## config.mk

```make
export PLATFORM = sky130hd
export DESIGN_NAME = fetch_prefetch_queue
export DESIGN_NICKNAME = d
export VERILOG_FILES = /design/src/rtl/fetch_prefetch_queue.sv
export SDC_FILE = /design/constraint.sdc
export NUM_CORES = 1
export LEC_CHECK = 0
export CAP_MARGIN = 20
export CORE_MARGIN = 5
export CORE_UTILIZATION = 45
export DETAILED_ROUTE_END_ITERATION = 7
export GPL_TIMING_DRIVEN = 0
export PLACE_DENSITY = 0.67
export SYNTH_ARGS = -nofsm -noshare
export SYNTH_HDL_FRONTEND = slang
export SYNTH_SLANG_ARGS = --single-unit
```

## constraint.sdc

```tcl
create_clock -name clk -period 7.6 [get_ports clk]
set_input_delay 1.52 -clock clk [delete_from_list [all_inputs] [get_ports clk]]
set_output_delay 1.52 -clock clk [all_outputs]
set_load 0.005 [all_outputs]
```

## src/rtl/fetch_prefetch_queue.sv

```systemverilog
// Instruction-fetch stage: credit-limited in-order imem requests feeding a DEPTH-entry prefetch queue toward decode.
// Optional macro FETCH_PERF_CNT_EN adds flush/stall performance counters.
module fetch_prefetch_queue #(
    parameter int                ADDR_W   = 32,
    parameter int                INSTR_W  = 32,
    parameter int                DEPTH    = 4,
    parameter int unsigned       PC_STEP  = 4,
    parameter logic [ADDR_W-1:0] RESET_PC = '0
) (
    input  logic                     clk,
    input  logic                     rst,
    input  logic                     hazard,
    input  logic                     branch_taken,
    input  logic [ADDR_W-1:0]        branch_address,
    output logic                     imem_req_valid,
    output logic [ADDR_W-1:0]        imem_req_addr,
    input  logic                     imem_req_ready,
    input  logic                     imem_rsp_valid,
    input  logic [INSTR_W-1:0]       imem_rsp_data,
    output logic                     out_valid,
    output logic [ADDR_W-1:0]        out_pc,
    output logic [INSTR_W-1:0]       out_instruction,
    output logic [$clog2(DEPTH):0]   q_count
`ifdef FETCH_PERF_CNT_EN
    ,
    output logic [31:0]              perf_flush_cnt,
    output logic [31:0]              perf_stall_cnt
`endif
);

    localparam int PTR_W = $clog2(DEPTH);
    localparam int CNT_W = PTR_W + 1;
    localparam logic [0:0] ST_RUN   = 1'b0;
    localparam logic [0:0] ST_DRAIN = 1'b1;

    logic [ADDR_W-1:0]  fetch_pc;
    logic [ADDR_W-1:0]  q_pc   [DEPTH];
    logic [INSTR_W-1:0] q_data [DEPTH];
    logic [PTR_W-1:0]   q_head, q_tail;
    logic [CNT_W-1:0]   count;
    logic [ADDR_W-1:0]  f_pc   [DEPTH];
    logic [PTR_W-1:0]   f_head, f_tail;
    logic [CNT_W-1:0]   outstanding;
    logic [CNT_W-1:0]   discard_cnt;
    logic [0:0]         state;

    logic               credit_ok, accept, drop_rsp, push, pop;
    logic [PTR_W-1:0]   next_head;
    logic [CNT_W-1:0]   count_next, flush_outstanding;
    logic [ADDR_W-1:0]  head_pc_next;
    logic [INSTR_W-1:0] head_data_next;

    // Credit counts queued plus in-flight words so a returning response always has a free slot.
    assign credit_ok         = ({1'b0, count} + {1'b0, outstanding}) < (CNT_W + 1)'(DEPTH);
    assign imem_req_valid    = rst & ~branch_taken & credit_ok;
    assign imem_req_addr     = fetch_pc;
    assign accept            = imem_req_valid & imem_req_ready;
    assign drop_rsp          = imem_rsp_valid & (branch_taken | (state == ST_DRAIN));
    assign push              = imem_rsp_valid & ~drop_rsp;
    assign out_valid         = (count != '0);
    assign pop               = out_valid & ~hazard & ~branch_taken;
    assign q_count           = count;
    assign next_head         = q_head + PTR_W'(pop);
    assign count_next        = count + CNT_W'(push) - CNT_W'(pop);
    assign flush_outstanding = outstanding - CNT_W'(imem_rsp_valid);

    // The word landing this edge becomes the head only when the queue drains down to it.
    always_comb begin
        head_pc_next   = q_pc[next_head];
        head_data_next = q_data[next_head];
        if (push && (next_head == q_tail)) begin
            head_pc_next   = f_pc[f_head];
            head_data_next = imem_rsp_data;
        end
    end

    always_ff @(posedge clk) begin
        if (accept)
            f_pc[f_tail] <= fetch_pc;
        if (push) begin
            q_pc[q_tail]   <= f_pc[f_head];
            q_data[q_tail] <= imem_rsp_data;
        end
    end

    always_ff @(posedge clk or negedge rst) begin
        if (!rst) begin
            fetch_pc        <= RESET_PC;
            q_head          <= '0;
            q_tail          <= '0;
            count           <= '0;
            f_head          <= '0;
            f_tail          <= '0;
            outstanding     <= '0;
            discard_cnt     <= '0;
            state           <= ST_RUN;
            out_pc          <= '0;
            out_instruction <= '0;
        end else if (branch_taken) begin
            // Everything still in flight belongs to the old path and must be dropped on return.
            fetch_pc    <= branch_address;
            q_head      <= '0;
            q_tail      <= '0;
            count       <= '0;
            f_head      <= '0;
            f_tail      <= '0;
            outstanding <= flush_outstanding;
            discard_cnt <= flush_outstanding;
            state       <= (flush_outstanding != '0) ? ST_DRAIN : ST_RUN;
        end else begin
            if (accept) begin
                fetch_pc <= fetch_pc + ADDR_W'(PC_STEP);
                f_tail   <= f_tail + 1'b1;
            end
            if (push) begin
                q_tail <= q_tail + 1'b1;
                f_head <= f_head + 1'b1;
            end
            q_head      <= next_head;
            count       <= count_next;
            outstanding <= outstanding + CNT_W'(accept) - CNT_W'(imem_rsp_valid);
            if (drop_rsp) begin
                discard_cnt <= discard_cnt - 1'b1;
                state       <= (discard_cnt == CNT_W'(1)) ? ST_RUN : ST_DRAIN;
            end
            if (count_next != '0) begin
                out_pc          <= head_pc_next;
                out_instruction <= head_data_next;
            end
        end
    end

`ifdef FETCH_PERF_CNT_EN
    always_ff @(posedge clk or negedge rst) begin
        if (!rst) begin
            perf_flush_cnt <= '0;
            perf_stall_cnt <= '0;
        end else begin
            if (branch_taken)
                perf_flush_cnt <= perf_flush_cnt + 1'b1;
            if (out_valid && hazard)
                perf_stall_cnt <= perf_stall_cnt + 1'b1;
        end
    end
`endif

endmodule

```

Yosys cells after proc, flatten, opt, wreduce, memory -nomap -nowiden
Memory sizes are Yosys's and may differ from the RTL's. A register that Yosys moved wholly into a read port is not among the register bits.
Cells that the tools add are included.
{"block": "classes", "n_addsub": 12, "magnitude_cmp": 1, "n_eq_ne": 1, "n_mux": 21, "bitwise": 11, "reduce_logical": 9}
{"operator": "$mux W32", "n": 2}
{"operator": "$add A32 B3 Y32 const B", "n": 1}
{"operator": "$mux W2", "n": 7}
{"operator": "$mux W3", "n": 4}
{"operator": "$reduce_bool A3 Y1", "n": 3}
{"operator": "$sub A3 B1 Y3", "n": 3}
{"operator": "$mux W1", "n": 8}
{"operator": "$and A1 B1 Y1", "n": 7}
{"operator": "$add A2 B1 Y2 const B", "n": 3}
{"operator": "$add A3 B1 Y3", "n": 2}
{"operator": "$reduce_bool A2 Y1", "n": 3}
{"operator": "$add A3 B3 Y4", "n": 1}
{"operator": "$lt A4 B3 Y1 const B", "n": 1}
{"operator": "$eq A3 B1 Y1 const B", "n": 1}
{"operator": "$not A1 Y1", "n": 3}
{"operator": "$sub A3 B1 Y3 const B", "n": 1}
{"operator": "$add A2 B1 Y2", "n": 1}
{"operator": "$logic_not A1 Y1", "n": 2}
{"operator": "$reduce_and A2 Y1", "n": 1}
{"operator": "$or A1 B1 Y1", "n": 1}
{"block": "word_totals", "ff_bits": 50, "ram_bits": 384, "inputBits": 70, "memories": 3}
{"memory": "f_pc", "words": 4, "word_bits": 32, "rd": 1, "rd_ports_with_merged_regs": 0, "wr": 1, "line_no": "41", "source": "logic [ADDR_W-1:0] f_pc [DEPTH];"}
{"memory": "q_data", "words": 4, "word_bits": 32, "rd": 1, "rd_ports_with_merged_regs": 1, "wr": 1, "line_no": "38", "source": "logic [INSTR_W-1:0] q_data [DEPTH];"}
{"memory": "q_pc", "words": 4, "word_bits": 32, "rd": 1, "rd_ports_with_merged_regs": 1, "wr": 1, "line_no": "37", "source": "logic [ADDR_W-1:0] q_pc [DEPTH];"}

Logic depth before layout (Yosys ltp)
Gate-level depths: netlist of the first run.
{"block": "logic_depth", "ltp_word": 8, "ltp_mapped": 16, "mapped_depth_nobuf": 13}

Least setup slack after synthesis of the first run
No wires, ideal clock.
{"block": "synth_timing", "path_kind": "input to register", "start": "in branch_taken", "end": "reg out_instruction[10], read port of q_data", "arrival_ps": 4290, "path_slack_ps": 3229, "stages": 16, "path_buffers": 5, "path_cell_list": "buf_6 > clkbuf_1 > clkbuf_1 > nor3b_1 > ha_1 > inv_1 > ha_1 > inv_1 > fa_1 > xor2_1 > xnor2_1 > a31oi_1 > buf_2 > buf_1 > nor2_1 > a31oi_1"}
{"block": "synth_via", "elab_chain_len": 8, "elab_cells_between_ends": 11, "cone_classes": "add/sub: 3; bitwise: 6; reduce/logical: 2"}
{"element": "start: declaration", "line_no": "13", "source": "input logic branch_taken,"}
{"element": "$or A1 B1 Y1", "line_no": "58", "source": "assign drop_rsp = imem_rsp_valid & (branch_taken | (state == ST_DRAIN));"}
{"element": "$and A1 B1 Y1", "line_no": "58"}
{"element": "$not A1 Y1", "line_no": "59", "source": "assign push = imem_rsp_valid & ~drop_rsp;"}
{"element": "$and A1 B1 Y1", "line_no": "59"}
{"element": "$add A3 B1 Y3", "line_no": "64", "source": "assign count_next = count + CNT_W'(push) - CNT_W'(pop);"}
{"element": "$sub A3 B1 Y3", "line_no": "64"}
{"element": "$reduce_bool A3 Y1", "line_no": "126", "source": "if (count_next != '0) begin"}
{"element": "$reduce_and A2 Y1 (no line)"}
{"element": "end: declaration", "line_no": "22", "source": "output logic [INSTR_W-1:0] out_instruction,"}
Several ways; a longest one is shown, not always the timed one.
A chain may end at the register's enable or synchronous reset.

Worst setup path in the final report of the first run
{"block": "layout_timing", "start": "in branch_taken", "end": "reg out_pc[25]"}
{"block": "layout_via", "elab_chain_len": 8, "elab_cells_between_ends": 11, "cone_classes": "add/sub: 3; bitwise: 6; reduce/logical: 2"}
{"element": "$or A1 B1 Y1", "line_no": "58"}
{"element": "$and A1 B1 Y1", "line_no": "58"}
{"element": "$not A1 Y1", "line_no": "59"}
{"element": "$and A1 B1 Y1", "line_no": "59"}
{"element": "$add A3 B1 Y3", "line_no": "64"}
{"element": "$sub A3 B1 Y3", "line_no": "64"}
{"element": "$reduce_bool A3 Y1", "line_no": "126"}
{"element": "$reduce_and A2 Y1 (no line)"}
{"element": "end signal: assignment", "line_no": "127", "source": "out_pc <= head_pc_next;"}
{"element": "end: declaration", "line_no": "21", "source": "output logic [ADDR_W-1:0] out_pc,"}
Several ways; a longest one is shown, not always the timed one.

==> results of run 1 <==
==> synthesized netlist by cell type (2+ instances only) <==
cell type / number / area share
sky130_fd_sc_hd__xor2_1: 8 / 0.0036
sky130_fd_sc_hd__a21boi_0: 3 / 0.0011
sky130_fd_sc_hd__nand3_1: 17 / 0.0043
sky130_fd_sc_hd__inv_1: 21 / 0.0040
sky130_fd_sc_hd__a211o_1: 2 / 0.00089
sky130_fd_sc_hd__mux2_2: 3 / 0.0017
sky130_fd_sc_hd__buf_2: 30 / 0.0076
sky130_fd_sc_hd__nor3_1: 5 / 0.0013
sky130_fd_sc_hd__clkbuf_1: 28 / 0.0053
sky130_fd_sc_hd__o211ai_1: 9 / 0.0034
sky130_fd_sc_hd__o21ai_0: 20 / 0.0051
sky130_fd_sc_hd__a21oi_1: 7 / 0.0018
sky130_fd_sc_hd__mux4_2: 96 / 0.11
sky130_fd_sc_hd__a21o_1: 2 / 0.00076
sky130_fd_sc_hd__and3_1: 12 / 0.0038
sky130_fd_sc_hd__nand4_1: 14 / 0.0044
sky130_fd_sc_hd__nand4b_1: 2 / 0.00089
sky130_fd_sc_hd__and4_1: 4 / 0.0018
sky130_fd_sc_hd__mux2i_1: 4 / 0.0020
sky130_fd_sc_hd__o31ai_1: 2 / 0.00076
sky130_fd_sc_hd__and2_1: 7 / 0.0022
sky130_fd_sc_hd__nand2_1: 164 / 0.031
sky130_fd_sc_hd__dfrtp_1: 114 / 0.14
sky130_fd_sc_hd__a32oi_1: 3 / 0.0013
sky130_fd_sc_hd__nor3b_1: 3 / 0.0011
sky130_fd_sc_hd__buf_6: 2 / 0.0011
sky130_fd_sc_hd__o311ai_0: 4 / 0.0018
sky130_fd_sc_hd__ha_1: 20 / 0.013
sky130_fd_sc_hd__nor2_1: 87 / 0.017
sky130_fd_sc_hd__or3_1: 2 / 0.00063
sky130_fd_sc_hd__fa_1: 2 / 0.0020
sky130_fd_sc_hd__a221o_1: 4 / 0.0020
sky130_fd_sc_hd__edfxtp_1: 384 / 0.58
sky130_fd_sc_hd__xnor2_1: 9 / 0.0040
sky130_fd_sc_hd__nor2b_1: 2 / 0.00063
sky130_fd_sc_hd__buf_1: 4 / 0.00076
sky130_fd_sc_hd__a31oi_1: 68 / 0.022
==> layout make-up <==
class	instances	area (um2)
multi-input cells	599	5000
repair buffers	174	1830
inverters	22	85.1
clock buffers	73	1480
flip-flops and latches	498	14400
clock inverters	22	203
plain buffers	64	293
fillers	3447	19300
well taps	585	732
==> how the worst max path moves through the flow <==
stage	to	slack, ns	cells past startpoint
2_1_floorplan	out_instruction[10]$_DFFE_PN0P_	3.23	16
3_3_place_gp	f_pc[1][26]$_DFFE_PP_	-2.17	7
3_5_place_dp	out_instruction[30]$_DFFE_PN0P_	1.78	15
4_1_cts	out_pc[29]$_DFFE_PN0P_	2.40	15
5_1_grt	out_pc[9]$_DFFE_PN0P_	2.13	16
6_report	out_pc[25]$_DFFE_PN0P_	2.30	16
==> power groups by stage <==
stage	registers, mW	clock network, mW	logic, mW
CTS	3.51	2.54	2.11
global route	3.55	2.65	2.28
detailed placement	3.57	0	2.10
finish	3.51	2.47	2.06
global placement	3.56	0	2.05
floorplan	3.52	0	1.20
==> sequential cells by signal, summed over array words and instances, names as in the netlist <==
name / cells
f_pc: 128
q_data: 128
f_head: 2
discard_cnt: 3
state: 1
outstanding: 3
q_pc: 128
q_tail: 2
q_head: 2
f_tail: 2
out_instruction: 32
imem_req_addr: 32
q_count: 3
out_pc: 32
==> placed cells by master, fill, tap and decap left out, types with 14 or more instances in the layout <==
master / n
sky130_fd_sc_hd__a31oi_1: 68
sky130_fd_sc_hd__buf_2: 30
sky130_fd_sc_hd__clkbuf_1: 40
sky130_fd_sc_hd__clkbuf_16: 53
sky130_fd_sc_hd__clkdlybuf4s50_1: 168
sky130_fd_sc_hd__dfrtp_1: 114
sky130_fd_sc_hd__edfxtp_1: 384
sky130_fd_sc_hd__ha_1: 20
sky130_fd_sc_hd__inv_1: 21
sky130_fd_sc_hd__mux4_2: 96
sky130_fd_sc_hd__nand2_1: 164
sky130_fd_sc_hd__nand3_1: 17
sky130_fd_sc_hd__nand4_1: 14
sky130_fd_sc_hd__nor2_1: 87
sky130_fd_sc_hd__o21ai_0: 20
==> cells by family after synthesis <==
family	Yosys count	synth area share
AOI/OAI and AO/OA	131	0.0439
xor gates and xnor gates	17	0.00754
buffers and inverters	86	0.0191
muxes	103	0.113
adders and majority gates	22	0.0147
and+or+nand+nor	326	0.0726
DFF	498	0.729
==> worst min-delay path, delay by kind of cell (launching register included) <==
family	cells	cell delay (ns)
and+or+nand+nor	1	0.05
AOI/OAI and AO/OA	1	0.12
DFF	1	0.34
==> metrics by stage <==
stage / hold WS [ns] / total power [mW]
3_3_place_gp: 0.522 / 5.61
6_report: 0.549 / 8.04
5_1_grt: 0.564 / 8.48
4_1_cts: 0.541 / 8.16
3_5_place_dp: 0.529 / 5.67
2_1_floorplan: 0.485 / 4.72
==> per-layer routing <==
layer	GRT usage	vias up	part of all wire
li1	-	5038	-
met1	0.258	5781	0.43
met2	0.308	346	0.49
met3	0.0331	60	0.057
met4	0.0481	0	0.018
met5	0	-	0
==> flow_metrics.py, run 1 <==
metrics = {
    "layout": {
        "layout-drive-gt1-share": 0.157,
        "fin_cells": 2037,
        "num_antenna_cells": 0,
        "finalCoreUtilization": 0.555,
        "area.growth.synth_to_final_pct": 21.6,
        "stdcell_area_um2": 24000,
        "finish.net_count": 1502,
    },
    "cts": {
        "clock_path_buffers": 3,
        "clock-sinks": 498,
        "postCtsResizedCells": 0,
        "tritoncts.num_buffers": 51,
        "deepest_level_of_the_cts_h_tree": 2,
        "clkSlewWorstSetupHoldPaths_ns": 0.06,
        "worst_skew_pair.late_latency_ns": 0.57,
        "tritoncts": "yes",
        "post_cts_buffers": 0,
        "hold_buffers": 0,
        "cts.root.buffer_cell": "sky130_fd_sc_hd__clkbuf_16",
    },
    "routing": {
        "first_iter_violations": 735,
        "remaining_drc_errors": 0,
        "postRouteWirelength_mm": 44.3,
        "drt_pre_antenna_iters": 5,
        "detailroute.via_count": 11200,
        "postRouteAntennaNets": 0,
        "drt-vias-per-instance": 5.51,
        "wl_per_cell_um": 21.7,
    },
    "power_and_ir_drop": {
        "max-vdd-ir-drop_mv": 0.167,
        "p_leak_nw": 8.27,
        "combinationalPowerShare": 0.256,
        "power_switching_share": 0.281,
        "seqPwrFrac": 0.436,
        "power_switching_mw": 2.26,
        "power_frac_clock": 0.308,
        "internal_power_mw": 5.78,
        "power.density_cell_area_nw_per_um2": 335,
    },
    "synthesis": {
        "synth_edf_count": 384,
        "seq_area_frac_synth": 0.729,
        "post_synth_inst_count": 1183,
        "asyncSetResetFlopFracSynth": 0.229,
        "number_of_nets_produced_by_synthesis": 1275,
        "synth_area_um2": 19700,
        "postSynth.topFlopCell": "sky130_fd_sc_hd__edfxtp_1",
        "synth.yosys.warnings": 0,
        "synth_seq_cells": 498,
        "synthesized_area_divided_by_synthesized_cell_count_um2": 16.7,
        "ys_types": 52,
    },
    "global_route": {
        "globalRouteTotalUtil": 0.186,
        "grt_start_max_net_pins": 65,
        "vias_in_the_first_global_route": 11700,
        "global_route.overflow_total": 0,
        "grt_first_pass_wirelength_mm": 68.4,
        "initial_antenna_violation_count": 0,
    },
    "hold_path": {
        "min_to": "out_instruction[14]$_DFFE_PN0P_",
        "worst_hold_startpoint": "out_instruction[14]$_DFFE_PN0P_",
        "hold_path_class": "flop to flop",
        "worst_hold_path.num_cells": 2,
    },
    "die": {
        "io-pin-count": 171,
        "initial_utilization": 0.456,
        "floorplan.core_area_um2": 43300,
        "die_area_um2": 48100,
        "die_h_um": 219,
        "rows": 76,
        "die_w_um": 219,
    },
    "critical_path": {
        "family_of_cells_with_the_greatest_summed_delay_on_the_critical_path": "buffers and inverters",
        "path_class": "primary input to flop",
        "critical_path.startpoint": "branch_taken",
        "rr_worst_depth": 14,
        "cpMostUsedCell": "sky130_fd_sc_hd__clkbuf_1",
        "slowest_delay_ns": 0.61,
        "crit-reg2reg-capture": "out_pc[25]$_DFFE_PN0P_",
        "cp_num_buf_inv": 7,
        "worst_ep_required_time_ns": 8.08,
        "timing.critical_path.slowest_stage_cell": "sky130_fd_sc_hd__nor3b_1",
        "path_max_fanout": 10,
        "reg2reg_setup_slack_ns": 3.46,
        "worst_r2r_startpoint": "q_count[1]$_DFF_PN0_",
        "worst_setup_path_end_kind": "flop",
        "cp.arrival_ns": 5.78,
        "timing.critical_path.from_type": "primary input",
        "worstPathCellList": "buf_6, clkbuf_1, clkbuf_1, nor3b_1, ha_1, inv_1, ha_1, inv_1, fa_1, xor2_1, xnor2_1, a31oi_1, buf_2, clkbuf_1, nor2_1, a31oi_1",
    },
    "timing": {
        "relSlewSlack": 0.395,
        "timing.clock.skew_ns": 0.0146,
        "finalCriticalPeriod_ns": 5.30,
        "timing.final.ws_setup_ns": 2.30,
        "maxClockFrequency_mhz": 189,
        "fin_hold_viols": 0,
        "setup_viol": 0,
        "timing.final.crit_share": 0.697,
        "finalMaxSlewViolations": 0,
        "timing.setup.tns_ns": 0,
        "rsz0062_at_grt": "no",
        "tightest_slew_ns": 0.907,
    },
    "place": {
        "dpl_cell_area_um2": 22300,
        "detailed_place_hpwl_mm": 28.3,
        "io_buffer_count": 169,
        "place_worst_setup_slack_ns": 1.78,
        "dp.cells": 1942,
        "globalplace.congestion": 0.836,
    },
    "job": {
        "maxCapViolations": 0,
    },
    "status": {
        "outcome": "complete, no violations",
    },
}
No activity file was read; power rests on OpenSTA's default activity.
==> run 2, diff against run 1 <==
- PLACE_DENSITY: 0.67 -> 0.69
- clock period: 7.6 -> 4.34 ns (I/O delays scaled with it)
==> run 2 against run 1 <==
Effect of this change:
- utilization grew 0.23 points
- clock power is 83% higher
- highest routed layer unchanged
- worst hold slack got worse by 0.36 ns
- non-clock buffer count stayed put
==> flow_metrics.py, run 2 (synthesized netlist as in run 1, its figures left out) <==
metrics = {
    "status": {
        "outcome": "complete, no violations",
    },
    "critical_path": {
        "cpMostUsedCell": "sky130_fd_sc_hd__inv_1",
        "path_class": "primary input to flop",
        "worstPathCellList": "clkdlybuf4s50_1, nor2b_1, buf_2, and2_1, inv_1, ha_1, inv_1, ha_1, inv_1, fa_1, xor2_1, xnor2_1, a31oi_2, clkbuf_4, buf_2, nor2_1, a31oi_1",
        "slowest_delay_ns": 0.64,
        "cp.arrival_ns": 4.53,
        "worst_ep_required_time_ns": 4.82,
        "timing.critical_path.from_type": "primary input",
        "path_max_fanout": 10,
        "timing.critical_path.slowest_stage_cell": "sky130_fd_sc_hd__clkdlybuf4s50_1",
        "worst_setup_path_end_kind": "flop",
    },
    "power_and_ir_drop": {
        "p_leak_nw": 8.35,
        "max-vdd-ir-drop_mv": 0.290,
        "power.density_cell_area_nw_per_um2": 594,
    },
    "timing": {
        "fin_hold_viols": 0,
        "finalCriticalPeriod_ns": 4.05,
        "maxClockFrequency_mhz": 247,
        "rsz0062_at_grt": "no",
        "timing.setup.tns_ns": 0,
        "timing.final.crit_share": 0.932,
        "tightest_slew_ns": 0.908,
        "setup_viol": 0,
        "final.hold.worst_slack_ns": 0.187,
        "finalMaxSlewViolations": 0,
        "timing.clock.skew_ns": 0.0171,
        "relSlewSlack": 0.395,
    },
    "global_route": {
        "global_route.overflow_total": 0,
        "initial_antenna_violation_count": 0,
        "grt_start_max_net_pins": 80,
        "vias_in_the_first_global_route": 11800,
        "globalRouteTotalUtil": 0.184,
        "grt_first_pass_wirelength_mm": 68.2,
    },
    "routing": {
        "route.met3.wl_mm": 2.64,
        "wl_per_cell_um": 21.4,
        "met2RoutedLength_mm": 21.5,
        "first_iter_violations": 880,
        "drt_pre_antenna_iters": 5,
        "remaining_drc_errors": 0,
        "postRouteAntennaNets": 0,
        "postRouteWirelength_mm": 43.6,
        "drt-vias-per-instance": 5.51,
        "routedLengthMet1_mm": 18.7,
        "detailroute.via_count": 11200,
        "topRoutingLayerUsed": "met4",
    },
    "die": {
        "die_h_um": 219,
        "floorplan.core_area_um2": 43300,
        "rows": 76,
        "die_area_um2": 48100,
        "io-pin-count": 171,
        "die_w_um": 219,
        "initial_utilization": 0.456,
    },
    "place": {
        "globalplace.congestion": 0.791,
        "detailed_place_hpwl_mm": 27.8,
        "io_buffer_count": 169,
    },
    "cts": {
        "post_cts_buffers": 0,
        "postCtsResizedCells": 4,
        "deepest_level_of_the_cts_h_tree": 2,
        "tritoncts": "yes",
        "clkSlewWorstSetupHoldPaths_ns": 0.06,
        "clock-sinks": 498,
        "worst_skew_pair.late_latency_ns": 0.58,
        "clock_path_buffers": 3,
        "hold_buffers": 0,
        "tritoncts.num_buffers": 50,
        "cts.root.buffer_cell": "sky130_fd_sc_hd__clkbuf_16",
    },
    "layout": {
        "num_antenna_cells": 0,
        "layout-drive-gt1-share": 0.167,
        "top_regs": "f_pc: 128 flops, q_data: 128 flops, q_pc: 128 flops",
        "mostFrequentLayoutCell": "sky130_fd_sc_hd__edfxtp_1",
        "commonest_cells_after_routing_fill_and_taps_aside": "sky130_fd_sc_hd__edfxtp_1, sky130_fd_sc_hd__clkdlybuf4s50_1, sky130_fd_sc_hd__nand2_1",
        "finish.net_count": 1501,
        "area.growth.synth_to_final_pct": 22.1,
    },
    "job": {
        "maxCapViolations": 0,
    },
    "hold_path": {
        "hold_path_class": "primary input to asynchronous set/reset pin",
    },
}
## run 2: cell types whose count changed in the layout (fill, tap and decap cells not counted), sizes merged
cell,before,now
clkinv,17,12
clkbuf,101,105
clkinvlp,1,0
bufinv,4,7
buf,42,39
## run 2: through the flow
stage / instance area (um2) / setup WS [ns] / std cells / utilization / power [mW]
after floorplan: 19700 / 0.621 / 1183 / - / 8.26
after global placement: 22200 / -4.77 / 1937 / 0.512 / 9.81
after detailed placement: 22300 / -0.902 / 1942 / 0.516 / 9.92
after CTS: 24100 / 0.00547 / 2035 / 0.557 / 14.4
after global routing: 24100 / 0.0642 / 2035 / 0.557 / 15.0
final: 24100 / 0.293 / 2035 / 0.557 / 14.3
## run 2: layout make-up
cell class / count / area [um2]
buffer: 64 / 312
clock buffer: 74 / 1490
clock inverter: 19 / 267
fill: 3410 / 19200
inverter: 22 / 85.1
multi-input combinational: 599 / 5010
sequential: 498 / 14400
tap: 585 / 732
timing repair buffer: 174 / 1830
## run 2: final timing paths
kind,from,to,slack (ns),depth (start not counted)
worst max-delay path,imem_rsp_valid,out_pc[7]$_DFFE_PN0P_,0.29,17
worst min-delay path,rst,imem_req_addr[22]$_DFFE_PN0N_,0.19,1
worst max register to register,q_count[1]$_DFF_PN0_,out_pc[7]$_DFFE_PN0P_,0.72,14
worst min register to register,outstanding[2]$_DFF_PN0_,outstanding[2]$_DFF_PN0_,0.54,1
max in group asynchronous,rst,out_instruction[20]$_DFFE_PN0P_,3.35,2
min in group clk,outstanding[2]$_DFF_PN0_,outstanding[2]$_DFF_PN0_,0.54,1
## run 2: power by group
part           leakage [nW]  switching (mW)  internal, mW  total [mW]
clock                 0.858            1.73          2.78        4.51
combinational          2.70            1.88          1.79        3.67
sequential             4.78           0.355          5.77        6.13
total                  8.35            3.97          10.3        14.3
## run 2: metal layers
layer	vias to the layer above	global-route usage
met1	5738	0.256
met4	0	0.0479
met5	-	0
li1	5037	-
met3	68	0.0305
met2	371	0.306
## run 2: worst max-delay path: cells and delay by family
kind,cells,cell delay [ns]
buffers and inverters,7,1.65
AND/OR/NAND/NOR,3,0.44
XOR/XNOR,2,0.33
AO/OA/AOI/OAI,2,0.47
adder cells (fa/ha/maj),3,0.76
==> RTL change 1, RTL diff (config.mk and constraints of run 1) <==
Put one more register stage on the output `q_count`. The value now appears one clock later. The other outputs are not delayed to match.
--- a/src/rtl/fetch_prefetch_queue.sv
+++ b/src/rtl/fetch_prefetch_queue.sv
@@ -60,5 +60,7 @@
     assign out_valid         = (count != '0);
     assign pop               = out_valid & ~hazard & ~branch_taken;
-    assign q_count           = count;
+    always_ff @(posedge clk) begin
+        q_count <= count;
+    end
     assign next_head         = q_head + PTR_W'(pop);
     assign count_next        = count + CNT_W'(push) - CNT_W'(pop);
Behaviour: not the same (Yosys sat finds a counterexample within 4 cycles, from zero or initial values and one cycle with rst low).
==> RTL change 1 against run 1 <==
- worst hold slack worse by 76 ps
- sequential cell count is 3 higher
- fmax is 9.5% lower
- synthesized area is 0.24% higher
- largest power group unchanged
- cell area is 0.96% higher
- combinational power hardly changed
- total power is 3.5% higher
- register-to-register slack worse by 480 ps
- global-route usage is 0.30 points lower
- routed wire length is 2.0% lower
- worst setup slack worse by 550 ps
- critical path type unchanged
- core utilization is 0.54 points higher
==> RTL change 1: results (changes against run 1) <==
.. list-table::
   :header-rows: 1

   * - Metric
     - Value
   * - HPWL after detailed placement
     - 27300 um (-3.6%)
   * - Total Routing Usage GR
     - 0.183 (-0.00302)
   * - Peak VDD IR
     - 170 uV (+1.7%)
   * - Multiplexer share of the synthesized area
     - 0.112 (-0.000842)
   * - Vias post-DR
     - 11200 (-0.54%)
   * - Share of the yosys chip area belonging to registers
     - 0.730 (+0.00128)
   * - Avg Inst Size Synth
     - 16.5 um2 (-1.2%)
   * - Adder-cell area share of the yosys netlist
     - 0.0147 (-0.0000354)
   * - CP Data Arrival Time
     - 6340 ps (+560 ps)
   * - Ratio of cells with drive above 1 in the final layout
     - 0.144 (-0.0135)
   * - Weighted congestion at the end of routability-driven global placement
     - 0.780 (-6.7%)
   * - Fin nets
     - 1519 (+1.1%)
   * - Post-placement setup slack
     - 1200 ps (-581 ps)
   * - Library cells used by synthesis
     - 51 (-1.9%)
   * - Leading cell types by count after synthesis
     - edfxtp_1 (384), nand2_1 (172), dfrtp_1 (114)
   * - Pin count of the biggest net entering global routing
     - 68 (+4.6%)
   * - Number of global-route vias before repair
     - 11700 (+0.077%)
   * - Leakage
     - 0.00829 uW (+0.26%)
   * - Synth Area in Compound Gates
     - 0.0427 (-0.00118)
   * - Worst Skew
     - 23.0 ps (+8.40 ps)
   * - Status
     - complete, no violations
   * - Clock latency on the worst-skew pair
     - 590 ps (+20 ps)
   * - Sum of routed wire length over all layers
     - 43400 um (-2.0%)
   * - Switch Pwr
     - 2320 uW (+2.5%)
   * - Synth Net Count
     - 1292 (+1.3%)
   * - Post-DP Area
     - 22400 um2 (+0.21%)
   * - Global-route wire length before repair
     - 67800 um (-0.86%)
   * - Transition time at the pin with the least slew margin
     - 1020 ps (+109 ps)
   * - Instance count after placement with tap cells included
     - 1959 (+0.88%)
   * - Async SR Flop Fraction
     - 0.228 (-0.00137)
   * - Delay of the slowest critical-path stage
     - 750 ps (+140 ps)
-- RTL change 1: cell types whose count changed in the layout (fill, tap and decap cells not counted), moves of 4 or more --
cell and delta:
nand2_1 +8, o31a_1 +4, buf_1 +12, clkbuf_1 +4
bufinv_16 +6, nand3_1 +4, and2_1 +4, nand4_1 -4
buf_2 -20
-- RTL change 1: path summary, 6_finish.rpt --
check	start	end	slack, ps	cells past startpoint
hold / removal	count[0]$_DFF_PN0_	q_count[0]$_DFF_P_	470	0
setup / recovery	branch_taken	out_pc[0]$_DFFE_PN0P_	1750	16
min in group asynchronous	rst	out_pc[6]$_DFFE_PN0P_	910	1
setup reg to reg	count[1]$_DFF_PN0_	out_pc[0]$_DFFE_PN0P_	2980	14
max in group asynchronous	rst	out_instruction[6]$_DFFE_PN0P_	5940	2
hold reg to reg	count[0]$_DFF_PN0_	q_count[0]$_DFF_P_	470	0
-- RTL change 1: power groups by stage --
stage	clock network, uW	registers, uW	logic [uW]
final	2730	3540	2060
after global routing	2900	3580	2300
after CTS	2790	3540	2110
after detailed placement	0	3590	2100
after global placement	0	3580	2060
after floorplan	0	3550	1200
-- RTL change 1: logic make-up after synthesis --
group                      after synthesis
adders and majority gates               22
AOI/OAI and AO/OA                      130
muxes                                  102
buffers and inverters                   88
and+or+nand+nor                        339
xor gates and xnor gates                18
DFF                                    501
-- RTL change 1: final cells by class --
| type | instances | area (um2) |
|---|---|---|
| Multi-Input combinational cell | 611 | 5000 |
| Tap cell | 585 | 732 |
| Sequential cell | 501 | 14400 |
| Fill cell | 3342 | 19000 |
| Timing Repair Buffer | 174 | 1830 |
| Clock buffer | 67 | 1450 |
| Buffer | 66 | 277 |
| Inverter | 22 | 82.6 |
| Clock inverter | 29 | 419 |
-- RTL change 1: metrics by stage --
stage	setup TNS, ps	hold WS [ps]
final	0	473
after global routing	0	501
after floorplan	0	389
after detailed placement	0	466
after global placement	-317420	463
after CTS	0	478
-- RTL change 1: per-layer routing --
metal | GRT usage | part of all wire
met1 | 0.257 | 0.44
met2 | 0.296 | 0.48
met5 | 0 | 0
met3 | 0.0367 | 0.056
met4 | 0.0481 | 0.019
==> RTL change 2, RTL diff (flow settings as in run 1) <==
Without the edit above. Set the parameter `DEPTH` to 8 (it was 4).
--- a/src/rtl/fetch_prefetch_queue.sv
+++ b/src/rtl/fetch_prefetch_queue.sv
@@ -4,5 +4,5 @@
     parameter int                ADDR_W   = 32,
     parameter int                INSTR_W  = 32,
-    parameter int                DEPTH    = 4,
+    parameter int                DEPTH    = 8,
     parameter int unsigned       PC_STEP  = 4,
     parameter logic [ADDR_W-1:0] RESET_PC = '0
Ports: changed (resized q_count); port bits go from 171 to 172. No check against the original RTL was run, so the function may have changed too.
==> RTL change 2 against run 1 <==
- routed wire length grew 81%
- sequential share of layout area is 2.1 points higher
- synthesized area grew 78%
- non-clock buffer count rose by 85
- cell area up 75%
- via count increased by 64%
- worst setup slack worse by 1900 ps
- sequential cell count increased by 391
- sequential power up 68%
- total power is 57% higher
- highest routed layer unchanged
==> RTL change 2: results (changes against run 1) <==
.. list-table::
   :header-rows: 1

   * - Metric
     - Value
   * - Fraction of area in multi-input gates
     - 0.205 (-0.00316)
   * - Filler Cell Count
     - 5886 (+71%)
   * - Number of sinks on the clock net
     - 889 (+79%)
   * - Fin nets
     - 2218 (+48%)
   * - Source of the worst register-to-register timing path
     - q_count[2]$_DFF_PN0_
   * - Number of CTS-inserted buffers
     - 91 (+78%)
   * - Share of the yosys chip area belonging to registers
     - 0.743 (+0.0137)
   * - Clock network share of area
     - 0.0691 (-0.00103)
   * - Final worst slack
     - 420 ps (-1880 ps)
   * - Multi-input combinational cell count
     - 792 (+32%)
   * - Cell depth of the worst hold path
     - 1 (-1)
   * - Number of violations reported at the end of detailed-routing iteration 0
     - 1812 (+150%)
   * - Weighted congestion at the end of routability-driven global placement
     - 0.819 (-2.1%)
   * - Number of global-route vias before repair
     - 19400 (+66%)
   * - Registers with the most flip-flops
     - f_pc (256), q_data (256), q_pc (256)
   * - Layout non-clock buf frac
     - 0.0724 (-0.0161)
   * - Post-synth EDFFs
     - 768 (+100%)
   * - Combined flip-flop and latch cell area
     - 26100 um2 (+81%)
   * - Status
     - complete, no violations
   * - Detailed-route wire length on metal 1
     - 33100 um (+73%)
   * - Adder-cell area share of the yosys netlist
     - 0.00933 (-0.00538)
   * - Met1 track utilization from global routing
     - 0.266 (+0.00787)
   * - Switching share of power
     - 0.259 (-0.0221)
   * - Ratio of cells with drive above 1 in the final layout
     - 0.212 (+0.0553)
   * - Clock latency on the worst-skew pair
     - 650 ps (+80 ps)
   * - Repair and plain buffers
     - 323 (+36%)
   * - Non-clock inverter instance count of the final layout
     - 26 (+18%)
   * - Vias post-DR
     - 18400 (+64%)
   * - HPWL after detailed placement
     - 52000 um (+84%)
   * - Global-route wire length before repair
     - 121000 um (+76%)
   * - Number of buffers inserted by port buffering
     - 171 (+1.2%)
   * - Multiplexer share of the synthesized area
     - 0.153 (+0.0393)
   * - Peak VDD IR
     - 174 uV (+3.9%)
   * - Slack of the worst reg-to-reg path
     - 2610 ps (-850 ps)
   * - Met2 wire length
     - 40000 um (+83%)
   * - Global Route met3 Usage
     - 0.0336 (+0.000488)
   * - Met3 Routed Length
     - 5530 um (+120%)
   * - Leakage
     - 0.0135 uW (+63%)
   * - Leading cell types by count after synthesis
     - edfxtp_1 (768), mux4_2 (190), dfrtp_1 (121)
   * - CTS H-tree depth
     - 3 (+1)
RTL change 2: cell count changes after synthesis, moves of 8 or more:
cell      delta
o21a_1      +62
mux2_2      +31
nor4_1       +8
mux2i_1     +66
mux4_2      +94
clkbuf_1    +26
nand2_1     -47
nor2_1      -44
buf_1       +11
nand4_1     -10
a31oi_1     -63
edfxtp_1   +384
o211ai_1    +59
nor2b_1     +10
RTL change 2: metrics by stage:
step | std cells | cell area [um2] | TNS, ps
6_report | 3239 | 42100 | 0
5_1_grt | 3239 | 42100 | 0
4_1_cts | 3238 | 42100 | 0
3_5_place_dp | 3069 | 39100 | -5200
3_3_place_gp | 3020 | 38100 | -2308280
2_1_floorplan | 1809 | 35100 | 0
RTL change 2: worst max-delay path, stage by stage:
cell and delay (ps):
clkdlybuf4s50_1 650, buf_6 200, clkbuf_1 800, clkbuf_1 510, a211oi_1 120, buf_4 210
ha_1 280, inv_1 40, ha_1 210, and3_1 200, or3_1 360, a41oi_1 720
clkbuf_1 750, clkbuf_1 600, o211ai_1 330, o21a_1 190
RTL change 2: how the worst min path moves through the flow:
stage | startpoint | to | slack [ps]
2_1_floorplan | outstanding[3]$_DFF_PN0_ | outstanding[3]$_DFF_PN0_ | 480
3_3_place_gp | out_instruction[8]$_DFFE_PN0P_ | out_instruction[8]$_DFFE_PN0P_ | 470
3_5_place_dp | out_instruction[12]$_DFFE_PN0P_ | out_instruction[12]$_DFFE_PN0P_ | 480
4_1_cts | out_instruction[12]$_DFFE_PN0P_ | out_instruction[12]$_DFFE_PN0P_ | 490
5_1_grt | out_instruction[26]$_DFFE_PN0P_ | out_instruction[26]$_DFFE_PN0P_ | 510
6_report | out_instruction[12]$_DFFE_PN0P_ | out_instruction[12]$_DFFE_PN0P_ | 490
